`config.mk`:
```
export PLATFORM = sky130hd
export DESIGN_NAME = regfile_port_scheduler_flat
export DESIGN_NICKNAME = d
export VERILOG_FILES = /design/src/rtl/regfile_port_scheduler_if.sv /design/src/rtl/regfile_port_scheduler.sv /design/src/flat_wrapper.sv
export SDC_FILE = /design/constraint.sdc
export NUM_CORES = 1
export LEC_CHECK = 0
export BUFFER_PORTS_ARGS = -buffer_cell sky130_fd_sc_hd__buf_2
export CAP_MARGIN = 20
export CORE_MARGIN = 2
export CORE_UTILIZATION = 46
export DETAILED_ROUTE_END_ITERATION = 12
export HOLD_SLACK_MARGIN = 0.08
export PLACE_DENSITY_LB_ADDON = 0.08
export SLEW_MARGIN = 0
export SYNTH_ARGS = -nofsm -noshare
export SYNTH_HDL_FRONTEND = slang
export SYNTH_SLANG_ARGS = --single-unit
```
`constraint.sdc`:
```
create_clock -name clk -period 2.29 [get_ports clk]
set_clock_uncertainty 0.1 [all_clocks]
set_input_delay 0.229 -clock clk [delete_from_list [all_inputs] [get_ports clk]]
set_output_delay 0.229 -clock clk [all_outputs]
set_load 0.02 [all_outputs]
```
`src/rtl/regfile_port_scheduler_if.sv`:
```
// Decode/writeback request ports and register-file control bundle for the
// register-file port scheduler.
interface regfile_port_scheduler_if;
    localparam int unsigned AW = 4;
    localparam int unsigned DW = 32;

    logic          rd_valid;
    logic [AW-1:0] rd_ra;
    logic [AW-1:0] rd_rb;
    logic          rd_ready;
    logic          rd_resp_valid;

    logic          wb_valid;
    logic [AW-1:0] wb_rw;
    logic [DW-1:0] wb_data;
    logic          wb_dual;
    logic [AW-1:0] wb_ra;
    logic [DW-1:0] wb_data1;
    logic          wb_ready;

    logic [AW-1:0] rf_ra;
    logic [AW-1:0] rf_rb;
    logic [AW-1:0] rf_rw;
    logic [DW-1:0] rf_bus_w;
    logic [DW-1:0] rf_bus_w1;
    logic          rf_regrw;
    logic          rf_rs1rw;

    modport master (
        output rd_valid, rd_ra, rd_rb,
        output wb_valid, wb_rw, wb_data, wb_dual, wb_ra, wb_data1,
        input  rd_ready, rd_resp_valid, wb_ready,
        input  rf_ra, rf_rb, rf_rw, rf_bus_w, rf_bus_w1, rf_regrw, rf_rs1rw
    );

    modport slave (
        input  rd_valid, rd_ra, rd_rb,
        input  wb_valid, wb_rw, wb_data, wb_dual, wb_ra, wb_data1,
        output rd_ready, rd_resp_valid, wb_ready,
        output rf_ra, rf_rb, rf_rw, rf_bus_w, rf_bus_w1, rf_regrw, rf_rs1rw
    );
endinterface

```
`src/rtl/regfile_port_scheduler.sv`:
```
// Arbitrates decode reads and writeback (single/dual) writes into one
// registered register-file issue slot per cycle, with bounded write priority.
module regfile_port_scheduler #(
    parameter int unsigned STARVE_LIMIT = 2
) (
    input logic                     clk,
    input logic                     rst_n,
    regfile_port_scheduler_if.slave bus
);
    localparam int unsigned CW = 3;
    localparam int unsigned AW = 4;
    localparam int unsigned DW = 32;

    typedef enum logic [1:0] {
        SLOT_NONE  = 2'd0,
        SLOT_READ  = 2'd1,
        SLOT_WRITE = 2'd2,
        SLOT_DUAL  = 2'd3
    } slot_e;

    slot_e         r_slot;
    slot_e         w_slot_nxt;
    logic [CW-1:0] r_starve;
    logic [CW-1:0] w_starve_nxt;
    logic          w_wb_grant;
    logic          w_rd_grant;
    logic          w_collide;

    logic [AW-1:0] r_ra, r_rb, r_rw;
    logic [DW-1:0] r_bus_w, r_bus_w1;
    logic          r_regrw, r_rs1rw, r_resp_valid;

    logic [AW-1:0] w_ra_nxt, w_rb_nxt, w_rw_nxt;
    logic [DW-1:0] w_bus_w_nxt, w_bus_w1_nxt;
    logic          w_regrw_nxt, w_rs1rw_nxt, w_resp_valid_nxt;

    // State and issue registers; reset drops whatever was in the slot
    always_ff @(posedge clk or negedge rst_n) begin
        if (!rst_n) begin
            r_slot       <= SLOT_NONE;
            r_starve     <= '0;
            r_ra         <= '0;
            r_rb         <= '0;
            r_rw         <= '0;
            r_bus_w      <= '0;
            r_bus_w1     <= '0;
            r_regrw      <= 1'b0;
            r_rs1rw      <= 1'b0;
            r_resp_valid <= 1'b0;
        end else begin
            r_slot       <= w_slot_nxt;
            r_starve     <= w_starve_nxt;
            r_ra         <= w_ra_nxt;
            r_rb         <= w_rb_nxt;
            r_rw         <= w_rw_nxt;
            r_bus_w      <= w_bus_w_nxt;
            r_bus_w1     <= w_bus_w1_nxt;
            r_regrw      <= w_regrw_nxt;
            r_rs1rw      <= w_rs1rw_nxt;
            r_resp_valid <= w_resp_valid_nxt;
        end
    end

    // Arbitration: writes win until a waiting read has seen STARVE_LIMIT write grants
    always_comb begin
        w_wb_grant   = 1'b0;
        w_rd_grant   = 1'b0;
        w_slot_nxt   = SLOT_NONE;
        w_starve_nxt = r_starve;
        w_collide    = bus.wb_dual && (bus.wb_ra == bus.wb_rw);
        if (rst_n) begin
            w_wb_grant = bus.wb_valid && !(bus.rd_valid && (r_starve == CW'(STARVE_LIMIT)));
            w_rd_grant = bus.rd_valid && !w_wb_grant;
        end
        if (w_wb_grant) begin
            w_slot_nxt = (bus.wb_dual && !w_collide) ? SLOT_DUAL : SLOT_WRITE;
        end else if (w_rd_grant) begin
            w_slot_nxt = SLOT_READ;
        end
        if (!bus.rd_valid || w_rd_grant) begin
            w_starve_nxt = '0;
        end else if (w_wb_grant) begin
            w_starve_nxt = r_starve + CW'(1);
        end
    end

    // Register-file controls for the op entering the slot; addresses and data hold otherwise
    always_comb begin
        w_ra_nxt         = r_ra;
        w_rb_nxt         = r_rb;
        w_rw_nxt         = r_rw;
        w_bus_w_nxt      = r_bus_w;
        w_bus_w1_nxt     = r_bus_w1;
        w_regrw_nxt      = 1'b0;
        w_rs1rw_nxt      = 1'b0;
        w_resp_valid_nxt = (r_slot == SLOT_READ);
        case (w_slot_nxt)
            SLOT_READ: begin
                w_ra_nxt = bus.rd_ra;
                w_rb_nxt = bus.rd_rb;
            end
            SLOT_WRITE: begin
                w_rw_nxt    = bus.wb_rw;
                w_bus_w_nxt = bus.wb_data;
                w_regrw_nxt = 1'b1;
            end
            SLOT_DUAL: begin
                w_rw_nxt     = bus.wb_rw;
                w_bus_w_nxt  = bus.wb_data;
                w_ra_nxt     = bus.wb_ra;
                w_bus_w1_nxt = bus.wb_data1;
                w_regrw_nxt  = 1'b1;
                w_rs1rw_nxt  = 1'b1;
            end
            default: ;
        endcase
    end

    assign bus.rd_ready      = w_rd_grant;
    assign bus.wb_ready      = w_wb_grant;
    assign bus.rd_resp_valid = r_resp_valid;
    assign bus.rf_ra         = r_ra;
    assign bus.rf_rb         = r_rb;
    assign bus.rf_rw         = r_rw;
    assign bus.rf_bus_w      = r_bus_w;
    assign bus.rf_bus_w1     = r_bus_w1;
    assign bus.rf_regrw      = r_regrw;
    assign bus.rf_rs1rw      = r_rs1rw;
endmodule

```
`src/flat_wrapper.sv`:
```
// flat-port wrapper written by rule: the top's interface ports become plain ports
module regfile_port_scheduler_flat 
#(
    parameter int unsigned STARVE_LIMIT = 2
)
  (clk, rst_n, bus_rd_valid, bus_rd_ra, bus_rd_rb, bus_wb_valid, bus_wb_rw, bus_wb_data, bus_wb_dual, bus_wb_ra, bus_wb_data1, bus_rd_ready, bus_rd_resp_valid, bus_wb_ready, bus_rf_ra, bus_rf_rb, bus_rf_rw, bus_rf_bus_w, bus_rf_bus_w1, bus_rf_regrw, bus_rf_rs1rw);
  regfile_port_scheduler_if bus_i ();
  input logic clk;
  input logic rst_n;
  input wire logic [$bits(bus_i.rd_valid)-1:0] bus_rd_valid;
  input wire logic [$bits(bus_i.rd_ra)-1:0] bus_rd_ra;
  input wire logic [$bits(bus_i.rd_rb)-1:0] bus_rd_rb;
  input wire logic [$bits(bus_i.wb_valid)-1:0] bus_wb_valid;
  input wire logic [$bits(bus_i.wb_rw)-1:0] bus_wb_rw;
  input wire logic [$bits(bus_i.wb_data)-1:0] bus_wb_data;
  input wire logic [$bits(bus_i.wb_dual)-1:0] bus_wb_dual;
  input wire logic [$bits(bus_i.wb_ra)-1:0] bus_wb_ra;
  input wire logic [$bits(bus_i.wb_data1)-1:0] bus_wb_data1;
  output wire logic [$bits(bus_i.rd_ready)-1:0] bus_rd_ready;
  output wire logic [$bits(bus_i.rd_resp_valid)-1:0] bus_rd_resp_valid;
  output wire logic [$bits(bus_i.wb_ready)-1:0] bus_wb_ready;
  output wire logic [$bits(bus_i.rf_ra)-1:0] bus_rf_ra;
  output wire logic [$bits(bus_i.rf_rb)-1:0] bus_rf_rb;
  output wire logic [$bits(bus_i.rf_rw)-1:0] bus_rf_rw;
  output wire logic [$bits(bus_i.rf_bus_w)-1:0] bus_rf_bus_w;
  output wire logic [$bits(bus_i.rf_bus_w1)-1:0] bus_rf_bus_w1;
  output wire logic [$bits(bus_i.rf_regrw)-1:0] bus_rf_regrw;
  output wire logic [$bits(bus_i.rf_rs1rw)-1:0] bus_rf_rs1rw;
  assign bus_i.rd_valid = bus_rd_valid;
  assign bus_i.rd_ra = bus_rd_ra;
  assign bus_i.rd_rb = bus_rd_rb;
  assign bus_i.wb_valid = bus_wb_valid;
  assign bus_i.wb_rw = bus_wb_rw;
  assign bus_i.wb_data = bus_wb_data;
  assign bus_i.wb_dual = bus_wb_dual;
  assign bus_i.wb_ra = bus_wb_ra;
  assign bus_i.wb_data1 = bus_wb_data1;
  assign bus_rd_ready = bus_i.rd_ready;
  assign bus_rd_resp_valid = bus_i.rd_resp_valid;
  assign bus_wb_ready = bus_i.wb_ready;
  assign bus_rf_ra = bus_i.rf_ra;
  assign bus_rf_rb = bus_i.rf_rb;
  assign bus_rf_rw = bus_i.rf_rw;
  assign bus_rf_bus_w = bus_i.rf_bus_w;
  assign bus_rf_bus_w1 = bus_i.rf_bus_w1;
  assign bus_rf_regrw = bus_i.rf_regrw;
  assign bus_rf_rs1rw = bus_i.rf_rs1rw;
  regfile_port_scheduler #(.STARVE_LIMIT(STARVE_LIMIT)) u_core (.clk(clk), .rst_n(rst_n), .bus(bus_i));
endmodule
```
### Yosys cells after proc, flatten, opt, wreduce, memory -nomap -nowiden

Cells that the tools add are included.

* multiplexer cells: 10
* $add $sub $neg: 1
* reductions and logical operators: 13
* equal/unequal tests: 6

Operators by type and width (count)
* $pmux 4 s2: 1
* $mux 1: 6
* $mux 3: 2
* $logic_and 1x1->1: 5
* $eq 2x1->1 const B: 2
* $eq 2x2->1 const B: 2
* $eq 4x4->1: 1
* $logic_not 1->1: 4
* $reduce_bool 2->1: 2
* $add 3x1->3 const B: 1
* $eq 3x2->1 const B: 1
* $mux 2: 1
* $reduce_or 2->1: 1
* $logic_or 1x1->1: 1

* register bits: 84
* output and inout bits: 81
* bits of input ports: 85
* logic and storage cells: 40

### Depth between registers and ports, before layout

* word-level depth: 12
* depth in mapped cells: 8
* gate-level depth less buffers: 8

### Worst setup path before layout

OpenSTA, ideal clock, no wires.

* path type: reg-to-reg
* from: reg u_core.r_starve[0]
* to: reg u_core.r_ra[3] (netlist: u_core.bus.rf_ra[3])
* arrival: 1.773 ns
* path slack: 0.292 ns
* data required time: 2.065 ns
* period minus slack after synthesis: 1.998 ns
* cell stages (with the launch flop): 7
* library setup time: 0.125 ns
* buffers on the path: 0
* cell sequence: dfrtp_1 > inv_1 > ha_1 > nand2b_1 > a21oi_2 > mux2_2 > mux2_2

* longest elaborated chain between the ends: 11
* elaborated cells between the ends (all ways): 14
* classes of those cells: 3 x eq/ne; 5 x mux; 6 x reduce/logical

RTL lines
* from (decl): RTL line regfile_port_scheduler.sv:23 `logic [CW-1:0] r_starve;`
* from (signal assigned): RTL line regfile_port_scheduler.sv:52 `r_starve <= w_starve_nxt;`
* $eq 3x2->1 (*): RTL line regfile_port_scheduler.sv:72 `w_wb_grant = bus.wb_valid && !(bus.rd_valid && (r_starve == CW'(STARVE_LIMIT)));`
* $logic_and 1x1->1 (*): RTL line regfile_port_scheduler.sv:72
* $logic_not 1->1 (*): RTL line regfile_port_scheduler.sv:72
* $logic_and 1x1->1 (*): RTL line regfile_port_scheduler.sv:72
* $logic_not 1->1 (*): RTL line regfile_port_scheduler.sv:73 `w_rd_grant = bus.rd_valid && !w_wb_grant;`
* $logic_and 1x1->1 (*): RTL line regfile_port_scheduler.sv:73
* $mux 1 (*): RTL line regfile_port_scheduler.sv:71 `if (rst_n) begin`
* named net bus_rd_ready: RTL line flat_wrapper.sv:19 `output wire logic [$bits(bus_i.rd_ready)-1:0] bus_rd_ready;`
* $mux 1 (*): RTL line regfile_port_scheduler.sv:77 `end else if (w_rd_grant) begin`
* $mux 2 (*): RTL line regfile_port_scheduler.sv:75 `if (w_wb_grant) begin`
* $eq 2x2->1 or $eq 2x1->1 (tied branches): RTL line regfile_port_scheduler.sv:97 `case (w_slot_nxt)`
* $pmux 4 s2 or $reduce_bool 2->1 (tied branches)
* to (signal assigned): RTL line regfile_port_scheduler.sv:53 `r_ra <= w_ra_nxt;`
* to (decl): RTL line regfile_port_scheduler.sv:29 `logic [AW-1:0] r_ra, r_rb, r_rw;`

The timed path passes the listed nets; every way through them passes the cells marked *.
A chain may end at the register's enable or synchronous reset.

### Final worst setup path

* from: reg u_core.r_starve[0]
* to: out bus_wb_ready

* longest elaborated chain between the ends: 5

RTL lines
* $eq 3x2->1: RTL line regfile_port_scheduler.sv:72
* $logic_and 1x1->1: RTL line regfile_port_scheduler.sv:72
* $logic_not 1->1: RTL line regfile_port_scheduler.sv:72
* $logic_and 1x1->1: RTL line regfile_port_scheduler.sv:72
* $mux 1: RTL line regfile_port_scheduler.sv:71
* to (decl): RTL line flat_wrapper.sv:21 `output wire logic [$bits(bus_i.wb_ready)-1:0] bus_wb_ready;`

No other way between the ends.

==> impl_results.rst <==
.. list-table::
   :header-rows: 1

   * - Metric
     - Value
   * - Net total in the final layout
     - between 500 and 600
   * - Final std cells w/o fill
     - 560
   * - Detailed Route WL
     - between 8000 and 9000 microns
   * - Post-CTS clock slew at the launch and capture registers of the worst setup and hold paths
     - approximately 0.080 ns
   * - Row cnt
     - 31
   * - Clock latency at the later pin of the worst-skew pair
     - 0.35 ns
   * - Hold Worst Slack
     - roughly 0.11 ns
   * - Share of flip-flops with an asynchronous set or reset after synthesis
     - 1.000
   * - Gpl congestion
     - between 0.7 and 0.8
   * - Number of synthesized flops with an enable pin
     - 0
   * - Number of sinks on the clock net
     - 84
   * - Total number of vias
     - approximately 2600
   * - Cell-by-cell listing of the critical path
     - inv_1 > ha_1 > nand3b_1 > nand3_4 > inv_4 > buf_12 > buf_2
   * - Synthesized area
     - about 3400 sq um
   * - Area used by sequential logic in the layout
     - 2102 sq um
   * - Count of unresolved DRC violations after routing
     - 0
   * - Finished Cell Area
     - 5385 sq um
   * - Setup repair after global routing missed its margin
     - no
   * - Final hold viol count
     - 0
   * - Post-layout power
     - ~4.3 mW
   * - Share of final-layout standard cells stronger than drive strength 1
     - 0.5813
   * - Pin slew with the least headroom to its limit
     - ~0.7 ns
   * - Sequential share of the synthesized area
     - 0.6220
   * - Run status
     - finished clean
   * - Final period demand of the worst path
     - 2.138 ns
   * - Crit-path max FO
     - 35
   * - Crit path required time
     - just under 2 ns
   * - Total Die Area
     - 8049 sq um
   * - Classification of the worst-slack hold path
     - primary input to flop
   * - Sum of negative setup slack
     - 0 ns
   * - Top cell types by occurrence after synthesis
     - 84 x dfrtp_1, 46 x mux2_2, 30 x mux2_4
   * - Aggregate global-route resource usage
     - 0.2251
   * - Synth warn
     - 0
   * - Number of buffers on the longest clock path
     - 2
   * - Synth-to-layout area growth
     - 59.35%
   * - Most common cell in the netlist
     - dfrtp_1
   * - Half-perimeter wire length of the detailed placement result
     - 5409 microns
   * - Number of detailed-route iterations in the first pass
     - 4
   * - Share of the core filled with cells
     - 0.7505
   * - Number of antenna violations at the first check in global routing
     - 0
   * - Internal Power
     - 3.035 mW
   * - Kind of critical path
     - flop to output pin
   * - Synth top area cells
     - dfrtp_1 62%, mux2_2 15%, mux2_4 13%
   * - Switching power share of the total
     - 0.3007
   * - Clock buffer count from CTS
     - 9
   * - Post-Place Worst Slack
     - 0.09229 ns
   * - Vias in the first global route
     - 2881
   * - Period Utilization, post-route
     - 0.9338
   * - Fill cell total of the finished layout
     - roughly 460
   * - Number of max-slew violations in the final report
     - 0
   * - Avg WL per Cell
     - 15.31 microns
   * - Most area-hungry cell type in the Yosys netlist
     - dfrtp_1
   * - Critical path buffers and inverters
     - 4
   * - Cell Pwr Density
     - 805.9 nW/um^2
   * - Root Buffer
     - clkbuf_8
   * - Peak supply drop
     - 0.3770 mV
   * - Die height
     - 89.72 microns
   * - Count of antenna diodes in the layout
     - 0
   * - Max Clock Freq
     - 0.4676 GHz
   * - DRC marker count from the first detailed-route iteration
     - 76
   * - Final setup margin
     - approximately 0.15 ns
   * - Critical path's slowest cell
     - dfrtp_1
   * - Cell count after placement
     - 465
   * - I/O pin count
     - 166
   * - Vias per cell
     - 4.668
   * - Number of buffers inserted by post-CTS setup repair
     - 0
   * - Clock group share of total power
     - 0.278
   * - TritonCTS clock tree
     - built
   * - Flip-flop cell with the highest count after synthesis
     - dfrtp_1
   * - Slew headroom
     - 0.5418
   * - Area used by multi-input combinational logic
     - about 1200 sq um
   * - Endpoint arrival time on the critical path
     - ~1.8 ns
   * - Cell family with the largest share of critical-path delay
     - buffers and inverters
   * - Initial core utilization
     - 0.4710
   * - Post-route ant nets
     - 0
   * - Horizontal die dimension
     - 89.72 microns
   * - Reported max-cap violation count
     - 0
   * - Reg power frac
     - 0.433
   * - Average size of a mapped cell
     - 16.90 sq um
   * - Number of buffers inserted by port buffering
     - 165
   * - Flop and latch count out of synthesis
     - 84
   * - Switching component of the power
     - 1.305 mW
   * - Largest stage delay on the critical path
     - 0.35 ns
   * - Wire length of the first global-routing pass
     - 14390 microns
   * - GRT Residual Overflow
     - 0
   * - Worst setup SP type
     - flop
   * - Instance area after placement
     - approximately 4300 sq um
   * - Pin count of the biggest net entering global routing
     - 56
   * - Placeable core region
     - 7176 sq um
   * - Share of the synthesized area in the top cell type
     - 0.6220
   * - Syn Inst Count
     - 200
   * - Total nets after synthesis
     - 287
   * - H-Tree Depth
     - 3
   * - Part of the total power dissipated in combinational logic
     - 0.289
   * - Count of final setup violators
     - 0
   * - Post-synthesis cell type count
     - 24
   * - Total leakage power
     - between 2 and 3 nW
   * - Critical path endpoint category
     - output pin
path summary, 6_finish.rpt:
kind / depth (start not counted) / endpoint / slack, ns / start
max: 7 / bus_wb_ready / 0.15 / u_core.r_starve[0]$_DFFE_PN0P_
min reg2reg: 1 / u_core.bus.rd_resp_valid$_DFF_PN0_ / 0.30 / u_core.r_slot[1]$_DFF_PN0_
max reg2reg: 8 / u_core.bus.rf_bus_w1[8]$_DFFE_PN0N_ / 0.19 / u_core.r_starve[0]$_DFFE_PN0P_
max in group asynchronous: 3 / u_core.bus.rf_rb[2]$_DFFE_PN0N_ / 1.09 / rst_n
min in group asynchronous: 3 / u_core.bus.rf_bus_w[31]$_DFFE_PN0P_ / 0.41 / rst_n
min: 3 / u_core.r_slot[0]$_DFF_PN0_ / 0.11 / bus_wb_dual
per-layer routing:
metal,wire length [microns],global-route usage
met5,0,0
met1,3523,0.2692
met2,4400,0.3946
met3,471,0.05700
met4,176,0.08205
final cells by class:
cell class                 instances  share of cell area
tap                               99             0.02300
inverter                           6            0.004647
clock inverter                     5             0.01533
clock buffer                      11             0.02811
sequential                        84              0.3903
multi-input combinational        104              0.2235
timing repair buffer             251              0.3151
placed cells by master (no fill, tap or decap), types with 2 or more instances in the layout:
| cell type | count |
|---|---|
| buf_4 | 6 |
| a221o_1 | 2 |
| and2_1 | 4 |
| dfrtp_1 | 84 |
| nor2b_1 | 2 |
| ha_1 | 2 |
| nand3_4 | 2 |
| inv_1 | 5 |
| nand2_1 | 2 |
| bufinv_16 | 2 |
| clkbuf_8 | 11 |
| dlygate4sd3_1 | 79 |
| buf_12 | 2 |
| mux2_2 | 46 |
| buf_2 | 164 |
| xnor2_1 | 4 |
| mux2_4 | 30 |
tightest hold or removal path: cells and delay by family:
kind / cells / cell delay, ns
compound gates: 1 / 0.13
buf+inv: 2 / 0.16
power groups by stage:
stage	logic (mW)	registers, mW	clock network [mW]
6_report	1.25	1.88	1.21
5_1_grt	1.33	1.91	1.31
4_1_cts	1.25	1.87	1.24
3_5_place_dp	1.14	1.90	0
3_3_place_gp	1.13	1.89	0
2_1_floorplan	0.367	2.23	0
cells by family (layout without fill, tap and decap cells):
logic type / after synthesis / count (layout) / synth area share
fa+ha+maj: 2 / 2 / 0.007403
buf+inv: 12 / 273 / 0.02184
compound gates: 7 / 7 / 0.01666
mux: 77 / 77 / 0.2895
flops: 84 / 84 / 0.6220
xor+xnor: 4 / 4 / 0.01037
simple gates: 14 / 14 / 0.03221
state kept, by name (all words and copies together) (netlist names):
register	cells
u_core.r_starve	3
u_core.bus.rf_rb	4
u_core.bus.rf_bus_w1	32
u_core.r_slot	2
u_core.bus.rd_resp_valid	1
u_core.bus.rf_ra	4
u_core.bus.rf_rs1rw	1
u_core.bus.rf_bus_w	32
u_core.bus.rf_regrw	1
u_core.bus.rf_rw	4
what timing repair did:
item,in CTS,in global routing
setup endpoints to repair,1,1
endpoints found under the hold margin,163,0
hold buffers,79,0
gates resized for setup,1,2
Power figures use the tool's default switching activity.
